File: src/rtl/multiword_add_seq.sv
// Word-serial sequencer for a WIDTH-bit combinational adder.
// Adds WORDS-word operands LSW first, chaining carry between words.
module multiword_add_seq #(
  parameter int WIDTH = 32,
  parameter int WORDS = 4
) (
  input  logic                   clk,
  input  logic                   rst,
  input  logic                   in_valid,
  output logic                   in_ready,
  input  logic [WIDTH*WORDS-1:0] in_a,
  input  logic [WIDTH*WORDS-1:0] in_b,
  input  logic                   in_cin,
  output logic [WIDTH-1:0]       adder_a,
  output logic [WIDTH-1:0]       adder_b,
  output logic                   adder_cin,
  input  logic [WIDTH-1:0]       adder_sum,
  input  logic                   adder_cout,
  output logic                   out_valid,
  input  logic                   out_ready,
  output logic [WIDTH*WORDS-1:0] out_sum,
  output logic                   out_cout
);

  localparam int TW = WIDTH * WORDS;
  localparam int IW = (WORDS > 1) ? $clog2(WORDS) : 1;
  localparam logic [IW-1:0] LAST = IW'(WORDS - 1);

  typedef enum logic [1:0] {
    IDLE,
    RUN,
    DONE
  } state_t;

  state_t          state;
  state_t          state_nxt;
  logic [IW-1:0]   word_idx;
  logic            carry_reg;
  logic [TW-1:0]   a_reg;
  logic [TW-1:0]   b_reg;
  logic [TW-1:0]   sum_reg;
  logic            cout_reg;
  logic            last;

  assign last     = (word_idx == LAST);
  assign out_sum  = sum_reg;
  assign out_cout = cout_reg;

  always_ff @(posedge clk) begin
    if (rst) state <= IDLE;
    else     state <= state_nxt;
  end

  // adder ports are fed only from registers, never from in_*
  always_comb begin
    state_nxt = state;
    in_ready  = 1'b0;
    out_valid = 1'b0;
    adder_a   = '0;
    adder_b   = '0;
    adder_cin = 1'b0;
    unique case (state)
      IDLE: begin
        in_ready = 1'b1;
        if (in_valid) state_nxt = RUN;
      end
      RUN: begin
        adder_a   = a_reg[word_idx*WIDTH +: WIDTH];
        adder_b   = b_reg[word_idx*WIDTH +: WIDTH];
        adder_cin = carry_reg;
        if (last) state_nxt = DONE;
      end
      DONE: begin
        out_valid = 1'b1;
        if (out_ready) state_nxt = IDLE;
      end
      default: state_nxt = IDLE;
    endcase
  end

  always_ff @(posedge clk) begin
    if (rst) begin
      word_idx  <= '0;
      carry_reg <= 1'b0;
      a_reg     <= '0;
      b_reg     <= '0;
      sum_reg   <= '0;
      cout_reg  <= 1'b0;
    end else begin
      unique case (state)
        IDLE: begin
          if (in_valid) begin
            a_reg     <= in_a;
            b_reg     <= in_b;
            carry_reg <= in_cin;
            word_idx  <= '0;
          end
        end
        RUN: begin
          sum_reg[word_idx*WIDTH +: WIDTH] <= adder_sum;
          carry_reg <= adder_cout;
          if (last) begin
            cout_reg <= adder_cout;
            word_idx <= '0;
          end else begin
            word_idx <= word_idx + 1'b1;
          end
        end
        default: begin
        end
      endcase
    end
  end

endmodule

File: config.mk
export PLATFORM = sky130hd
export DESIGN_NAME = multiword_add_seq
export DESIGN_NICKNAME = d
export VERILOG_FILES = /design/src/rtl/multiword_add_seq.sv
export SDC_FILE = /design/constraint.sdc
export NUM_CORES = 1
export LEC_CHECK = 0
export CORE_MARGIN = 8
export CORE_UTILIZATION = 30
export CTS_CLUSTER_DIAMETER = 30
export DETAILED_ROUTE_END_ITERATION = 8
export PLACE_DENSITY = 0.54
export SLEW_MARGIN = 20
export SYNTH_ARGS = -nofsm -noshare
export SYNTH_HDL_FRONTEND = slang
export SYNTH_SLANG_ARGS = --single-unit
export TNS_END_PERCENT = 10
File: constraint.sdc
create_clock -name clk -period 2.5 [get_ports clk]
set_input_delay 0.625 -clock clk [delete_from_list [all_inputs] [get_ports clk]]
set_output_delay 0.625 -clock clk [all_outputs]
set_load 0.1 [all_outputs]
==> flow_metrics.env <==
export IMPL_fin_ws_ns=-0.337
export IMPL_crit_path_end_kind="output pin"
export IMPL_placed_area_mm2=0.0213
export IMPL_dieArea_mm2=0.0584
export IMPL_core_area_mm2=0.0502
export IMPL_clock_latency_ns=0.60
export IMPL_holdCritPathClass="flop to flop"
export IMPL_maxCapViolCount=0
export IMPL_syn_avg_cell_area_um2=9.31
export IMPL_final_cell_mix="513 x nand2_1, 388 x dfxtp_1, 292 x clkdlybuf4s50_1"
export IMPL_slew_headroom_pct=45.6
export IMPL_die_w_um=242
export IMPL_multi_input_area_mm2=0.00698
export IMPL_grt_max_degree=154
export IMPL_crit_type="flop to output pin"
export IMPL_ant_nets=0
export IMPL_netlist_instances=1639
export IMPL_status="finished with violations"
export IMPL_overflow=0
export IMPL_synth_edff_count=0
export IMPL_period_needed_ns=2.84
export IMPL_async_flop_share_pct=0
export IMPL_layout_nets=2427
export IMPL_clock_sinks=390
export IMPL_worstPathArrival_ns=2.21
export IMPL_drv_slew=0
export IMPL_antenna_found_initial=8
export IMPL_fmaxAchievable_ghz=0.352
export IMPL_regArea_mm2=0.00782
export IMPL_violations="negative setup slack"
export IMPL_final_hold_viol_count=0
export IMPL_clock_skew_final_ns=0.0222
export IMPL_synth_ff_type="dfxtp_1"
export IMPL_hpwl_mm=40.4
export IMPL_drc=0
export IMPL_wl_per_cell_um=20.0
export IMPL_rows=82
export IMPL_routed_wl_mm=57.6
export IMPL_cts_buffers=91
export IMPL_cts_tree="yes"
export IMPL_clk_pin_slew_ns=0.04
export IMPL_drive_gt1_share_pct=26.1
export IMPL_r2r_slack_ns=0.16
export IMPL_synthesis_nets=1938
export IMPL_yosysSeqAreaShare_pct=51.1
export IMPL_nFillCells=4693
export IMPL_grt_pass1_wl_mm=88.0
export IMPL_ys_ff_latch=390
export IMPL_h_tree_depth=3
export IMPL_clock_path_buffers=3
export IMPL_syn_to_final_growth_pct=62.9
export IMPL_fin_area_mm2=0.0249
export IMPL_rsz0062_at_grt="yes"
export IMPL_cts_root_buf="clkbuf_16"
export IMPL_port_buffers=489
export IMPL_grt_usage_pct=19.0
export IMPL_power_mw=21.2
export IMPL_syn_area_mm2=0.0153
export IMPL_grt_pass1_vias=14200
export IMPL_first_iter_violations=758
export IMPL_fp_dieH_um=242
export IMPL_dpl_worst_slack_ns=0.0956
export IMPL_tightest_slew_ns=0.816
export IMPL_power_density_mw_per_mm2=852
export IMPL_dr_pass1_iters=5
export IMPL_leakage_nw=9.73
export IMPL_ios=490
export IMPL_start_util_pct=30.4
export IMPL_place_gp_congestion=0.813
export IMPL_timing_setup_tns_ns=-17.67
export IMPL_cp_max_fo=6
export IMPL_via_per_inst=4.83
export IMPL_max_vdd_ir_drop_mv=0.528
export IMPL_post_route_period_util_pct=113
export IMPL_startpoint_type="flop"
export IMPL_holdWs_ns=0.449
export IMPL_synth_distinct_cells=38
export IMPL_dr_total_vias=13900
export IMPL_cp_data_required_time_ns=1.88
export IMPL_yosysWarnings=0
export IMPL_final_common_cell="nand2_1"
export IMPL_setup_viol=64
==> where the power goes <==
group          switching (mW)  internal (mW)
Combinational            1.39           1.11
Clock                    3.78           8.23
Sequential              0.158           6.53
Total                    5.33           15.9
==> cell type report <==
cell class	count	area share (%)
flip-flops and latches	390	31.4
multi-input cells	1100	28.1
repair buffers	541	24.3
clock buffers	119	10.4
well taps	672	3.38
clock inverters	49	2.37
inverters	4	0.0604
diodes	2	0.0201
==> timing repair <==
action,CTS,global route
hold buffers,0,0
setup buffers,6,1
endpoints found under the setup margin,64,65
gates cloned,3,1
gates resized for setup,63,11
==> logic make-up (layout without fill, tap and decap cells) <==
kind of cell             after synthesis  in the layout  synth area share (%)
multiplexers                          65             65                  9.51
flip-flops                           390            390                  51.1
AO/OA/AOI/OAI                        393            393                  16.4
buffers and inverters                149            713                  4.42
AND/OR/NAND/NOR                      637            637                  18.1
adder cells (fa/ha/maj)                5              5                 0.410
other                                  0              2                     0
==> cell usage after synthesis (all sizes together), types with 2 or more instances <==
| cell type | count | area, um^2 |
|---|---|---|
| nand2 | 513 | 1930 |
| dfxtp | 390 | 7810 |
| a21oi | 261 | 1310 |
| buf | 81 | 418 |
| a22o | 64 | 561 |
| and2 | 64 | 400 |
| clkbuf | 64 | 241 |
| mux4 | 64 | 1440 |
| nor3b | 33 | 253 |
| a31o | 32 | 280 |
| a32o | 32 | 320 |
| nor2 | 7 | 26.3 |
| ha | 5 | 62.6 |
| nand2b | 5 | 31.3 |
| inv | 4 | 15.0 |
| nor4 | 3 | 37.5 |
| or3b | 3 | 28.8 |
| nand3b | 2 | 15.0 |
| nor3 | 2 | 15.0 |
==> per-layer routing <==
layer / vias to the layer above / GRT usage (%) / wire length [um]
met1: 6689 / 22.8 / 24000
met5: - / 0 / 55
met2: 432 / 32.5 / 28400
li1: 6677 / - / -
met4: 8 / 5.12 / 1120
met3: 87 / 5.99 / 4020
==> worst max-delay path, cell delays in order (launching register included) <==
cell       delay [ns]
dfxtp_4          0.42
buf_12           0.17
clkbuf_16        0.18
mux4_2           0.49
and2_4           0.18
buf_12           0.15
==> through the flow <==
stage | util, % | cells
6_report | 49.6 | 2877
5_1_grt | 49.6 | 2877
4_1_cts | 49.4 | 2873
3_5_place_dp | 42.5 | 2696
3_3_place_gp | 42.5 | 2696
2_1_floorplan | - | 1639
==> path summary, 6_finish.rpt <==
kind / cells after the start / start / endpoint
min: 2 / b_reg[93] / b_reg[93]
max: 5 / word_idx[0] / adder_b[4]
max reg2reg: 9 / word_idx[0] / out_sum[55]
min reg2reg: 2 / b_reg[93] / b_reg[93]
Power figures use the tool's default switching activity.
